<file path="config.mk">
export PLATFORM = sky130hd
export DESIGN_NAME = reg_scoreboard_flat
export DESIGN_NICKNAME = d
export VERILOG_FILES = /design/src/rtl/reg_scoreboard_if.sv /design/src/rtl/reg_scoreboard.sv /design/src/flat_wrapper.sv
export SDC_FILE = /design/constraint.sdc
export NUM_CORES = 1
export LEC_CHECK = 0
export CORE_MARGIN = 1.5
export CORE_UTILIZATION = 34
export DETAILED_ROUTE_END_ITERATION = 16
export GPL_TIMING_DRIVEN = 0
export HOLD_SLACK_MARGIN = 0.08
export PLACE_DENSITY_LB_ADDON = 0.3
export RECOVER_POWER = 25
export SYNTH_ARGS = -nofsm -noshare
export SYNTH_HDL_FRONTEND = slang
export SYNTH_SLANG_ARGS = --single-unit
</file>
<file path="constraint.sdc">
create_clock -name clk -period 2.75 [get_ports clk]
set_input_delay 0.275 -clock clk [delete_from_list [all_inputs] [get_ports clk]]
set_output_delay 0.275 -clock clk [all_outputs]
set_load 0.1 [all_outputs]
</file>
<file path="src/rtl/reg_scoreboard_if.sv">
// rtl/reg_scoreboard_if.sv - ID/WB to scoreboard signal bundle
interface reg_scoreboard_if #(
  parameter int REG_COUNT = 16
);
  localparam int IDX_W = $clog2(REG_COUNT);

  logic                 id_valid;
  logic [IDX_W-1:0]     src1;
  logic [IDX_W-1:0]     src2;
  logic                 two_src;
  logic                 id_wb_en;
  logic [IDX_W-1:0]     id_dest;
  logic                 wb_en;
  logic [IDX_W-1:0]     wb_dest;
  logic                 stall;
  logic                 issue;
  logic [REG_COUNT-1:0] pending;
  logic                 err;

  modport master (
    output id_valid, src1, src2, two_src, id_wb_en, id_dest, wb_en, wb_dest,
    input  stall, issue, pending, err
  );

  modport slave (
    input  id_valid, src1, src2, two_src, id_wb_en, id_dest, wb_en, wb_dest,
    output stall, issue, pending, err
  );
endinterface

</file>
<file path="src/rtl/reg_scoreboard.sv">
// rtl/reg_scoreboard.sv - per-register in-flight write counters driving the ID stall
module reg_scoreboard #(
  parameter int REG_COUNT = 16,
  parameter int CNT_W     = 2,
  parameter int WB_BYPASS = 1
) (
  input  logic           clk,
  input  logic           rst,
  reg_scoreboard_if.slave sb
);
  localparam int             IDX_W   = $clog2(REG_COUNT);
  localparam logic [CNT_W-1:0] CNT_MAX = '1;

  logic [CNT_W-1:0]     cnt_q [REG_COUNT];
  logic [CNT_W-1:0]     cnt_d [REG_COUNT];
  logic                 err_q;
  logic                 err_d;

  logic                 done_s1;
  logic                 done_s2;
  logic                 done_dst;
  logic [CNT_W-1:0]     left_s1;
  logic [CNT_W-1:0]     left_s2;
  logic                 busy_s1;
  logic                 busy_s2;
  logic                 full;
  logic                 stall;
  logic                 issue;
  logic                 inc;
  logic                 dec;
  logic [REG_COUNT-1:0] inc_vec;
  logic [REG_COUNT-1:0] dec_vec;
  logic [REG_COUNT-1:0] pending;

  // A write completing this cycle is already visible to readers when bypassing
  assign done_s1  = (WB_BYPASS != 0) && sb.wb_en && (sb.wb_dest == sb.src1);
  assign done_s2  = (WB_BYPASS != 0) && sb.wb_en && (sb.wb_dest == sb.src2);
  assign done_dst = (WB_BYPASS != 0) && sb.wb_en && (sb.wb_dest == sb.id_dest);

  assign left_s1  = cnt_q[sb.src1] - CNT_W'(done_s1);
  assign left_s2  = cnt_q[sb.src2] - CNT_W'(done_s2);
  assign busy_s1  = (left_s1 != '0);
  assign busy_s2  = (left_s2 != '0);
  assign full     = sb.id_wb_en && (cnt_q[sb.id_dest] == CNT_MAX) && !done_dst;

  assign stall    = sb.id_valid && (busy_s1 || (sb.two_src && busy_s2) || full);
  assign issue    = sb.id_valid && !stall;
  assign inc      = issue && sb.id_wb_en;
  assign dec      = sb.wb_en && (cnt_q[sb.wb_dest] != '0);

  assign inc_vec  = inc ? (REG_COUNT'(1) << sb.id_dest) : '0;
  assign dec_vec  = dec ? (REG_COUNT'(1) << sb.wb_dest) : '0;

  // Matching inc and dec on one register cancel; full blocks inc at max, dec needs nonzero
  always_comb begin
    for (int r = 0; r < REG_COUNT; r++) begin
      cnt_d[r] = cnt_q[r] + CNT_W'(inc_vec[r]) - CNT_W'(dec_vec[r]);
    end
    err_d = err_q || (sb.wb_en && (cnt_q[sb.wb_dest] == '0));
  end

  always_comb begin
    pending = '0;
    for (int r = 0; r < REG_COUNT; r++) begin
      pending[r] = (cnt_q[r] != '0);
    end
  end

  always_ff @(posedge clk) begin
    if (rst) begin
      for (int r = 0; r < REG_COUNT; r++) begin
        cnt_q[r] <= '0;
      end
      err_q <= 1'b0;
    end else begin
      for (int r = 0; r < REG_COUNT; r++) begin
        cnt_q[r] <= cnt_d[r];
      end
      err_q <= err_d;
    end
  end

  assign sb.stall   = stall;
  assign sb.issue   = issue;
  assign sb.pending = pending;
  assign sb.err     = err_q;
endmodule

</file>
<file path="src/flat_wrapper.sv">
// flat-port wrapper written by rule: the top's interface ports become plain ports
module reg_scoreboard_flat 
#(
  parameter int REG_COUNT = 16,
  parameter int CNT_W     = 2,
  parameter int WB_BYPASS = 1
)
  (clk, rst, sb_id_valid, sb_src1, sb_src2, sb_two_src, sb_id_wb_en, sb_id_dest, sb_wb_en, sb_wb_dest, sb_stall, sb_issue, sb_pending, sb_err);
  reg_scoreboard_if #(.REG_COUNT(REG_COUNT)) sb_i ();
  input  logic clk;
  input  logic rst;
  input wire logic [$bits(sb_i.id_valid)-1:0] sb_id_valid;
  input wire logic [$bits(sb_i.src1)-1:0] sb_src1;
  input wire logic [$bits(sb_i.src2)-1:0] sb_src2;
  input wire logic [$bits(sb_i.two_src)-1:0] sb_two_src;
  input wire logic [$bits(sb_i.id_wb_en)-1:0] sb_id_wb_en;
  input wire logic [$bits(sb_i.id_dest)-1:0] sb_id_dest;
  input wire logic [$bits(sb_i.wb_en)-1:0] sb_wb_en;
  input wire logic [$bits(sb_i.wb_dest)-1:0] sb_wb_dest;
  output wire logic [$bits(sb_i.stall)-1:0] sb_stall;
  output wire logic [$bits(sb_i.issue)-1:0] sb_issue;
  output wire logic [$bits(sb_i.pending)-1:0] sb_pending;
  output wire logic [$bits(sb_i.err)-1:0] sb_err;
  assign sb_i.id_valid = sb_id_valid;
  assign sb_i.src1 = sb_src1;
  assign sb_i.src2 = sb_src2;
  assign sb_i.two_src = sb_two_src;
  assign sb_i.id_wb_en = sb_id_wb_en;
  assign sb_i.id_dest = sb_id_dest;
  assign sb_i.wb_en = sb_wb_en;
  assign sb_i.wb_dest = sb_wb_dest;
  assign sb_stall = sb_i.stall;
  assign sb_issue = sb_i.issue;
  assign sb_pending = sb_i.pending;
  assign sb_err = sb_i.err;
  reg_scoreboard #(.REG_COUNT(REG_COUNT), .CNT_W(CNT_W), .WB_BYPASS(WB_BYPASS)) u_core (.clk(clk), .rst(rst), .sb(sb_i));
endmodule
</file>
==> results.md, run 1 <==
- Drt drc: 0
- Starting density of the core: 34.8%
- Initial antenna violation count: 0
- Placer Congestion: 0.879
- Achievable Freq: 0.332 GHz
- DR vias: between 2,000 and 3,000
- Crit path buffers/inverters: 1
- Crit share post-route: 110%
- Core area: 9200 um^2
- Adder-Cell Fraction of Synth Area: approximately 13%
- Grt ovf: 0
- Warnings, synthesis: 0
- Worst-path clk slew: 0.07 ns
- Largest family of logic cells by synthesized area: simple AND/OR/NAND/NOR gates
- Slowest CP cell: mux4_2
- EDFF count, synth: 0
- Slew at the pin closest to its max-slew limit: around 1 ns
- # port buffers: 29
- Failing checks: negative setup slack
- Most used cell, CP: mux4_2
- Final setup viols: 31
- Vias in the first global route: 2,741
- WS Path Type: register to register
- Skew-Pair Late Insertion Delay: 0.29 ns
- Peak fanout along the critical path: 5
- Rows: 35
- H-tree depth: 2
- Worst Hold Class: register to register
- DRT Pass-1 Iters: 5
- Die Footprint: 10,000 um^2
- Largest net degree at the start of global routing: 11
- Mean routed wirelength per cell: 19.0 um
- Compound-Gate Fraction of Synth Area: 6.29%
- Clock Skew: 0.00418 ns
- Post-Syn Area: 3200 um^2
- XOR/XNOR Fraction of Synth Area: 12.5%
- Fillers: approximately 870
- Peak supply drop: 0.166 mV
- Mean post-synth cell area: 9.04 um^2
- # diodes: 0
- Die Y: 100 um
- Synth Instances: roughly 350
- TritonCTS Buffers: 5
- Final Hold Violating Endpoints: 0
- Die width: 100 um
- Total wire length: 9.61 mm
- Mux contribution to synthesized area: 17.6%
- Sequential-to-total area share from yosys stat: between 20% and 30%
- Worst hold slack: 0.474 ns
- RSZ-0062 raised after global routing: yes
- Netlist cell types: 47
- Clk sink count: 33
- Run status: finished with violations
- Gr usage total: about a fifth
- Synthesized net count: 408
- Hold_buf cts: 0
- Place WS: -1.32 ns
- Leakage Power: 1.77 nW
- FFs w/ async S/R, synth: 0%
- R2R Path Start: u_core.cnt_q[12][0]$_SDFF_PP0_
- Synth Area in Simple Gates: 21.7%
- Layout cells sized above 1: 31.1%
- Top Ports: 41
- Fin cells: 507
- Placed cells: 494
- Final net count: 449
- Cell chosen for the clock root: clkbuf_8
- CP cell instances: mux4_2 -> mux4_2 -> xnor2_4 -> o2111ai_4 -> bufbuf_16 -> nor3_2 -> ha_2 -> xor2_2 -> xnor2_1 -> nor2_1
- Hold wc startpoint: u_core.sb.err$_SDFF_PP0_
- Slew Viols, Final: 0
- Iter 0 DRT Violations: 187
- Worst EP arrival: approximately 3.2 ns
- Period minus WS final: between 3 and 4 ns
- Drt via density: 5.60
- Main synth FF type: dfxtp_1
- Antenna-violating nets left: 0
- Critical Path RT: 2.91 ns
- Final WS setup: -0.265 ns
- Max_cap viols: 0
- First-pass GRT wire length: around 15 mm
- Register area: 687 um^2
- Headroom to the max-slew limit: 35.0%
- CTS Buffer Depth: 2
- Power density over cell area: 312 nW/um^2
- Area grow syn2layout: 29.6%
- CP Capture Type: register
- Cell family with most CP delay: multiplexers
- Hpwl dp: approximately 7.2 mm
- CP max stage delay: 0.53 ns
- CP startpoint kind: register
- Yosys reg bits: 33
- Multi-input combinational cell area: 2550 um^2
- CTS tree: built
- Worst setup startpoint: u_core.cnt_q[12][0]$_SDFF_PP0_
-- cell families (layout without fill, tap and decap cells) --
group                    count (synthesis)  count (layout)
AO/OA/AOI/OAI                           24              24
XOR/XNOR                                45              45
adder cells (fa/ha/maj)                 32              32
flip-flops                              33              33
AND/OR/NAND/NOR                        132             132
buffers and inverters                   61             103
multiplexers                            27              27
-- sequential cells by signal, summed over array words and instances (netlist names) --
| register | flops |
|---|---|
| u_core.sb.err | 1 |
| u_core.cnt_q | 32 |
-- cell usage in the layout, fill, tap and decap left out, drive strengths merged, types with 2 or more instances in the layout --
| cell | netlist | layout |
|---|---|---|
| nor4b | 2 | 2 |
| nor2b | 17 | 17 |
| nor4 | 11 | 11 |
| mux2 | 3 | 3 |
| and3 | 2 | 2 |
| and3b | 2 | 2 |
| xor2 | 25 | 25 |
| o2111ai | 2 | 2 |
| or2 | 16 | 16 |
| nor3b | 2 | 2 |
| clkdlybuf4s50 | 0 | 23 |
| nand4 | 2 | 2 |
| inv | 38 | 38 |
| nor2 | 34 | 34 |
| nand3 | 10 | 10 |
| a311o | 2 | 2 |
| mux4 | 21 | 21 |
| ha | 32 | 32 |
| dfxtp | 33 | 33 |
| dlygate4sd3 | 0 | 3 |
| mux2i | 3 | 3 |
| clkbuf | 12 | 21 |
| o21ai | 3 | 3 |
| a21oi | 3 | 3 |
| or3 | 2 | 2 |
| nand2b | 4 | 4 |
| xnor2 | 20 | 20 |
| o211ai | 5 | 5 |
| buf | 11 | 16 |
| nor3 | 10 | 10 |
| nand2 | 16 | 16 |
-- through the flow --
step | util (%) | setup TNS [ns] | cell area, um^2 | power [mW]
final | 45.1 | -4.56 | 4150 | 1.29
after global routing | 45.1 | -7.62 | 4150 | 1.35
after CTS | 44.4 | -5.06 | 4080 | 1.29
after detailed placement | 39.8 | -25.09 | 3660 | 0.859
after global placement | 39.8 | -24.89 | 3660 | 0.856
after floorplan | - | -0.601 | 3230 | 0.763
-- per-layer routing --
metal	share of wire [%]	vias to the layer above	GRT usage [%]
li1	-	1301	-
met1	42	1397	26.0
met2	48	123	33.5
met3	6.2	20	2.23
met4	3.4	0	8.78
met5	0	-	0
-- power breakdown --
| group | internal (mW) | switching, mW |
|---|---|---|
| Clock | 0.180 | 0.190 |
| Sequential | 0.488 | 0.0116 |
| Combinational | 0.163 | 0.261 |
-- final cells by class --
class / instances / area share [%]
buffer: 23 / 4.25
clock buffer: 8 / 1.93
inverter: 38 / 3.44
multi-input combinational: 260 / 61.4
sequential: 33 / 16.6
tap: 111 / 3.35
timing repair buffer: 34 / 9.04
-- path summary, 6_finish.rpt --
path	end	slack [ns]	cells past startpoint
max	u_core.cnt_q[9][1]$_SDFF_PP0_	-0.26	10
min	u_core.sb.err$_SDFF_PP0_	0.47	1
max reg2reg	u_core.cnt_q[9][1]$_SDFF_PP0_	-0.26	10
min reg2reg	u_core.sb.err$_SDFF_PP0_	0.47	1
-- timing repair --
action,in CTS,in global routing
setup endpoints to repair,34,33
buffers inserted,3,1
cloned,1,0
gates resized for setup,79,16
pin swaps,21,8
-- cell usage after synthesis (2+ instances only) --
| cell | n | area share (%) |
|---|---|---|
| buf_4 | 3 | 0.70 |
| mux2_2 | 3 | 1.1 |
| nand3_1 | 10 | 1.6 |
| o21ai_0 | 3 | 0.47 |
| a21oi_1 | 3 | 0.47 |
| ha_1 | 32 | 13 |
| mux4_2 | 14 | 9.8 |
| xor2_1 | 25 | 6.8 |
| and3_1 | 2 | 0.39 |
| nand2_1 | 16 | 1.9 |
| and3b_1 | 2 | 0.55 |
| mux4_1 | 7 | 5.7 |
| nor4b_1 | 2 | 0.55 |
| nor4_1 | 11 | 2.1 |
| mux2i_1 | 3 | 0.94 |
| nand2b_1 | 4 | 0.78 |
| xnor2_1 | 19 | 5.2 |
| nor2_1 | 34 | 4.0 |
| buf_6 | 5 | 1.8 |
| nor2b_1 | 17 | 3.3 |
| buf_2 | 2 | 0.31 |
| o211ai_1 | 5 | 1.2 |
| nand4_1 | 2 | 0.39 |
| or3_1 | 2 | 0.39 |
| dfxtp_1 | 33 | 21 |
| or2_2 | 15 | 2.9 |
| nor3_1 | 10 | 1.6 |
| inv_1 | 38 | 4.5 |
| nor3b_1 | 2 | 0.47 |
| clkbuf_1 | 12 | 1.4 |
| a311o_1 | 2 | 0.63 |
-- worst register-to-register path: stages, from the launching register on --
cell,delay [ns]
dfxtp_1,0.35
mux4_2,0.48
mux4_2,0.53
xnor2_4,0.22
o2111ai_4,0.18
bufbuf_16,0.33
nor3_2,0.22
ha_2,0.24
xor2_2,0.15
xnor2_1,0.13
nor2_1,0.05
Note: power is estimated with default switching activity, not from simulation.
==> inputs of run 2 (changes only) <==
GPL_ROUTABILITY_DRIVEN = 0   (was unset)
==> run 2 against run 1 <==
Register-to-register slack got worse by 0.05 ns. Via count is essentially flat. Largest power group unchanged. Worst hold slack improved by 0.015 ns. Sequential cell count is the same. Critical endpoint is now u_core.cnt_q[6][1]$_SDFF_PP0_. Cell count grew 1.2%. The run still ends with negative setup slack left. Highest routed layer unchanged.
==> results.md, run 2 (synthesis gave the netlist of run 1 again) <==
- Final WS setup: -0.315 ns
- Drt drc: 0
- Final net count: 455
- RSZ-0062 raised after global routing: yes
- Clk sink count: 33
- Worst EP arrival: 3.21 ns
- Initial antenna violation count: 0
- Fillers: 848
- Final setup viols: 31
- Cell chosen for the clock root: clkbuf_8
- Gr usage total: 19.2%
- Slew at the pin closest to its max-slew limit: 0.972 ns
- CTS tree: built
- Achievable Freq: around 0.33 GHz
- First-pass GRT wire length: 14.4 mm
- Combinational power share: 34.3%
- R2R depth: 11
- WS Path Type: register to register
- Register area: 681 um^2
- Net load switching power: 463 uW
- Max_cap viols: 0
- Top reg by flops: u_core.cnt_q
- Leakage Power: 1.77 nW
- Starting density of the core: between 30% and 40%
- Hold path depth: 1
- Grt ovf: 0
- Top Ports: 41
- CP Capture Type: register
- Skew-Pair Late Insertion Delay: 0.29 ns
- TritonCTS Buffers: 5
- CTS Buffer Depth: 2
- Layout cells sized above 1: 34.1%
- Slew Viols, Final: 0
- Worst-path clk slew: 0.07 ns
- # port buffers: 29
- Critical Path RT: between 2 and 3 ns
- Flop-to-flop setup slack: -0.31 ns
- Peak supply drop: 0.199 mV
- Crit share post-route: 111%
- # diodes: 0
- Peak fanout along the critical path: 5
- Hpwl dp: slightly above 7 mm
- Area grow syn2layout: 34.3%
- Rows: 35
- Vias in the first global route: about 2,600
- Max FFs per register: 32
- Final Core Density: between 40% and 50%
- Internal Power: 843 uW
- Sw Share: 35.4%
- Period minus WS final: 3.06 ns
- Final Hold Violating Endpoints: 0
- CP startpoint kind: register
- Worst hold slack: 0.490 ns
- Iter 0 DRT Violations: approximately 270
- Antenna-violating nets left: 0
- H-tree depth: 2
- Sequential power share: 38.2%
- Multi-input combinational cell area: about 2600 um^2
- Die Y: 100 um
- Drt via density: roughly 5.5
- Failing checks: negative setup slack
- Largest net degree at the start of global routing: 11
- Headroom to the max-slew limit: 35.0%
- DRT Pass-1 Iters: 5
- Clock Skew: between 0.007 and 0.008 ns
- Mean routed wirelength per cell: 18.9 um
- Most common cell after layout, fill and taps aside: inv_1
- DR vias: 2,842
- Clock network power share: 27.4%
- Total wire length: 9.71 mm
- Die Footprint: about 10,000 um^2
- Die width: about 100 um
- Commonest non-fill, non-tap cells in the layout: 37 x inv_1, 33 x nor2_1, 23 x clkdlybuf4s50_1, 19 x mux4_2, 19 x xnor2_1
- Core area: between 9000 and 10,000 um^2
- Run status: finished with violations
- Worst Hold Class: register to register
- Power density over cell area: 304 nW/um^2
run 2: cell count changes in the layout (fill, tap and decap cells not counted), moves of 3 or more:
cell	previous run	this run
dfxtp_1	12	17
dfxtp_2	21	16
ha_1	23	18
xor2_1	20	15
xor2_2	5	10
buf_6	3	7
ha_4	0	3
run 2: layout make-up:
type                            count  area share, %
Multi-Input combinational cell    260           61.6
Buffer                             23           4.25
Clock buffer                        8           1.86
Sequential cell                    33           15.8
Inverter                           38           3.32
Tap cell                          111           3.23
Timing Repair Buffer               40           9.92
run 2: worst max-delay path: stages, from the launching register on:
cell,delay [ns]
dfxtp_1,0.36
mux4_2,0.48
mux4_2,0.54
xnor2_4,0.21
o2111ai_4,0.22
buf_6,0.20
buf_6,0.12
nor4_4,0.22
ha_2,0.22
xor2_1,0.16
xnor2_1,0.14
nor2_1,0.07
run 2: timing repair:
action	4_1_cts	5_1_grt
pin swaps	43	14
resized for setup	86	30
setup buffers	2	8
endpoints found under the setup margin	34	33
cloned	1	0
hold buffers	0	0
run 2: worst paths after layout:
path                                                      from                       endpoint
worst max-delay path            u_core.cnt_q[12][0]$_SDFF_PP0_  u_core.cnt_q[6][1]$_SDFF_PP0_
worst min-delay path                  u_core.sb.err$_SDFF_PP0_       u_core.sb.err$_SDFF_PP0_
worst max register to register  u_core.cnt_q[12][0]$_SDFF_PP0_  u_core.cnt_q[6][1]$_SDFF_PP0_
worst min register to register        u_core.sb.err$_SDFF_PP0_       u_core.sb.err$_SDFF_PP0_
run 2: power groups by stage:
stage / clock network (mW) / logic (mW) / registers (mW)
2_1_floorplan: 0 / 0.246 / 0.517
3_3_place_gp: 0 / 0.347 / 0.509
3_5_place_dp: 0 / 0.351 / 0.509
4_1_cts: 0.370 / 0.413 / 0.498
5_1_grt: 0.389 / 0.471 / 0.500
6_report: 0.358 / 0.448 / 0.500
run 2: per-stage QoR:
step                power, mW  TNS [ns]  setup slack (ns)  area (um^2)  cells
detailed placement      0.860    -25.43             -1.34         3660    494
global placement        0.855    -23.89             -1.31         3660    494
finish                   1.31     -5.01            -0.315         4300    513
CTS                      1.28     -4.50            -0.272         4110    505
floorplan               0.763    -0.601            -0.227         3230    354
global route             1.36     -7.87            -0.392         4300    513
run 2: routing by layer:
metal	track usage, %	up-vias	share of wire (%)
met5	0	-	0
met4	6.50	0	2.2
met3	2.44	16	6.3
met2	32.3	124	50
met1	25.5	1397	42
li1	-	1305	-
==> inputs of run 3 (changes only) <==
ABC_CLOCK_PERIOD_IN_PS = 2750   (was unset)
==> results of run 3 <==
No change in the layout: final DEF, timing and power equal those of run 2.
==> RTL edit 1 (config.mk and constraints of run 2) <==
`WB_BYPASS` is set to 1 in 2 places; all go to 0.
--- a/src/rtl/reg_scoreboard.sv
+++ b/src/rtl/reg_scoreboard.sv
@@ -3,5 +3,5 @@
   parameter int REG_COUNT = 16,
   parameter int CNT_W     = 2,
-  parameter int WB_BYPASS = 1
+  parameter int WB_BYPASS = 0
 ) (
   input  logic           clk,
--- a/src/flat_wrapper.sv
+++ b/src/flat_wrapper.sv
@@ -4,5 +4,5 @@
   parameter int REG_COUNT = 16,
   parameter int CNT_W     = 2,
-  parameter int WB_BYPASS = 1
+  parameter int WB_BYPASS = 0
 )
   (clk, rst, sb_id_valid, sb_src1, sb_src2, sb_two_src, sb_id_wb_en, sb_id_dest, sb_wb_en, sb_wb_dest, sb_stall, sb_issue, sb_pending, sb_err);
Check against the original RTL: not equivalent (Yosys sat finds a counterexample within 4 cycles, from zero or initial values and one cycle with rst high).
==> RTL edit 1 against run 2 <==
  * Sequential cell count unchanged
  * Non-clock buffer count is the same
  * Setup slack better by 0.33 ns
  * Routed wire length decreased by 15%
  * Design area shrank 8.5%
  * Power fell by 5.4%
  * Sequential share of layout area is 1.2 points higher
  * Clock power grew 6.1%
  * Count of clock-buffer cells in the layout fell by 1
  * Area after synthesis shrank 11%
  * Sequential power fell by 1%
==> RTL edit 1: results (changes against run 2) <==
Final layout
  – Share of cells above drive strength 1: 23.86% (was 34.08%)
  – Nets: 448 (was 455)

Routing
  – First-pass DRT Iterations: 4 (was 5)
  – Via count: 2631 (was 2842)
  – DRT iter0 DRCs: 127 (was 265)
  – Drt total wl: 8.287 mm (was 9.707 mm)

Global route
  – GRT Total Usage: 18.89% (was 19.22%)
  – Global-route wire length before repair: 12.67 mm (was 14.43 mm)

Placed design
  – I/O Buffers: 37 (was 29)
  – Hpwl dp: 6.043 mm (was 7.167 mm)

Logic synthesis
  – Seq/Total Area, Yosys: 23.20% (was 20.63%)
  – Mapped Nets: 391 (was 408)
  – Top cells by area, synth: dfxtp_1, ha_1, mux4_2, inv_1, nor2_1 (was dfxtp_1, ha_1, mux4_2, xor2_1, mux4_1)
  – Post-synthesis compound-gate area fraction: 6.854% (was 6.292%)
  – Mux cell area share after synthesis: 9.183% (was 17.58%)
  – Commonest cells post-synth: inv_1, nor2_1, dfxtp_1 (unchanged)

Worst setup path
  – Reg2reg path depth: 12 (was 11)
  – CP Data Arrival Time: 2.90 ns (was 3.21 ns)
  – Crit path max-delay cell type: or4_4 (was mux4_2)
  – Worst-path maximum fanout: 10 (was 5)
  – Top cell family by delay on the critical path: simple AND/OR/NAND/NOR gates (was multiplexers)

Pwr
  – P_leak: 1.723 nW (was 1.768 nW)
  – Max IR drop VDD: 0.0001939 V (was 0.0001992 V)

Outcome
  – Status: completed (was finished with violations)

Timing
  – Clock Skew: 0.004894 ns (was 0.007965 ns)
  – # setup viols final: 0 (was 31)
  – Relative slew slack: 34.38% (was 34.97%)
[RTL edit 1: layer usage]
metal	vias up	global-route usage, %	routed length [microns]
li1	1250	-	-
met1	1250	25.13	3553
met2	103	30.04	3775
met3	28	3.140	636
met4	0	8.085	321
met5	-	0	0
[RTL edit 1: worst min-delay path: stages, from the launching register on]
cell	delay (ns)
dfxtp_1	0.32
nand2b_1	0.06
o41ai_1	0.05
[RTL edit 1: power by group]
group | internal [mW] | switching [mW] | total [mW]
Clock | 0.199 | 0.181 | 0.380
Sequential | 0.486 | 0.00823 | 0.495
Combinational | 0.134 | 0.228 | 0.362
Total | 0.819 | 0.417 | 1.24
[RTL edit 1: area by class of cell]
class	count	area (sq um)
Tap cell	105	131.4
Multi-Input combinational cell	242	2227
Timing Repair Buffer	50	520.5
Fill cell	759	4243
Sequential cell	33	668.1
Clock buffer	7	86.33
Buffer	13	103.9
Inverter	49	195.2
[RTL edit 1: timing repair]
action,CTS,global route
setup endpoints to repair,34,21
cloned,0,1
gates resized for setup,46,26
buffers inserted,8,4
pin swaps,14,26
[RTL edit 1: metrics by stage]
stage,area (sq um),hold WS (ns),utilization (%),cells,setup WS (ns)
floorplan,2958,0.3392,-,337,-0.4638
global placement,3460,0.4478,42.32,479,-1.340
detailed placement,3460,0.4461,42.32,479,-1.374
CTS,3755,0.4642,45.93,494,-0.02335
global route,3933,0.5011,48.10,499,-0.09344
finish,3933,0.4587,48.10,499,0.01420
[RTL edit 1: cell families (layout without fill, tap and decap cells)]
logic type,count (synthesis),after routing
and+or+nand+nor,140,140
buffers and inverters,62,119
DFF,33,33
adders and majority gates,32,32
xor gates and xnor gates,32,32
AOI/OAI and AO/OA,26,26
muxes,12,12
[RTL edit 1: worst paths after layout]
kind                         to
min reg2reg       u_core.sb.err
max reg2reg  u_core.cnt_q[5][1]
min               u_core.sb.err
max          u_core.cnt_q[5][1]
==> RTL edit 2 (config.mk and constraints of run 2) <==
Made on the original files. Reset style: asynchronous (`rst`), changed in one clocked block.
--- a/src/rtl/reg_scoreboard.sv
+++ b/src/rtl/reg_scoreboard.sv
@@ -67,5 +67,5 @@
   end
 
-  always_ff @(posedge clk) begin
+  always_ff @(posedge clk or posedge rst) begin
     if (rst) begin
       for (int r = 0; r < REG_COUNT; r++) begin
Check against the original RTL: differs if rst is asserted again (counterexample within 4 cycles, from zero or initial values and one cycle with rst high); with rst held inactive, the same outputs for 4 cycles.
==> RTL edit 2 against run 2 <==
  * Critical endpoint is now sb_issue
  * Synthesized cell count is 9.3% lower
  * Design area fell by 3.1%
  * The run still ends with setup timing left
  * Highest routed layer unchanged
  * Routed wire length shrank 0.24%
  * Area after synthesis is 2.1% lower
  * Sequential cell count unchanged
  * Setup slack gained 0.060 ns
  * Critical path depth decreased by 4
Power is left out: it rests on default switching activity, and per cell area and clock period it moved more than threefold.
==> RTL edit 2: results (changes against run 2) <==
Worst hold path
  – Hold wc startpoint: sb_wb_en (was u_core.sb.err)
  – Worst min path class: input pin to flop (was flop to flop)

Timing
  – Worst setup margin: -0.2543 ns (was -0.3145 ns)
  – Final hold slack: 0.4806 ns (was 0.4897 ns)
  – # setup viols final: 22 (was 31)

Logic synthesis
  – Count of mapped cells out of synthesis: 321 (was 354)
  – Commonest cells post-synth: inv_1, xnor2_1, dfrtp_1 (was inv_1, nor2_1, dfxtp_1)
  – Asr flop ratio synth: 100.0% (was 0%)
  – Post-synthesis compound-gate area fraction: 5.387% (was 6.292%)

Outcome
  – Status: finished with violations (unchanged)
  – Violated checks: setup timing (unchanged)

Routing
  – Drt total wl: 9.684 mm (was 9.707 mm)
  – Drt via density: 5.627 (was 5.540)
  – First-pass DRT Iterations: 4 (was 5)
  – Via count: 2791 (was 2842)

Final layout
  – Non-clock buffer share: 16.08% (was 14.17%)
  – Share of cells above drive strength 1: 32.99% (was 34.08%)
  – Non-Clock Buffer Count: 81 (was 63)
  – Clock Buffer Count: 7 (was 8)

Worst setup path
  – Worst-path maximum fanout: 7 (was 5)
  – Reg2Reg Setup Slack: -0.22 ns (was -0.31 ns)

Global route
  – Vias in the first global route: 2734 (was 2593)

Placed design
  – Hpwl dp: 6.629 mm (was 7.167 mm)
  – I/O Buffers: 26 (was 29)
  – Pre-CTS setup slack: -1.528 ns (was -1.342 ns)

Clock tree
  – Setup Fix Bufs, Post-CTS: 24 (was 2)
-- RTL edit 2: cell count changes in the layout (fill, tap and decap cells not counted), sizes merged, moves of 4 or more --
cell,before,now
dfrtp,0,33
dfxtp,33,0
buf,24,43
xnor2,20,36
xor2,25,9
nor2b,17,2
nor2,34,20
nand2,16,20
-- RTL edit 2: metal layers --
metal  wire [microns]  track usage [%]  part of all wire [%]
met1             4217            29.56                    44
met2             4447            32.31                    46
met3              838            3.830                   8.7
met4              180            5.824                   1.9
met5                0                0                     0
-- RTL edit 2: per-stage QoR --
step,setup TNS (ns),utilization (%)
after global placement,-23.75,40.41
after CTS,-3.545,44.41
final,-2.311,47.06
after floorplan,-0.2434,-
after global routing,-4.042,47.06
after detailed placement,-24.72,40.41
-- RTL edit 2: worst max-delay path, stage by stage, from the launching register on --
cell,delay (ns)
dfrtp_1,0.43
mux4_2,0.49
mux4_2,0.49
xnor2_2,0.19
o2111ai_4,0.23
buf_6,0.21
nor3_4,0.20
buf_12,0.20
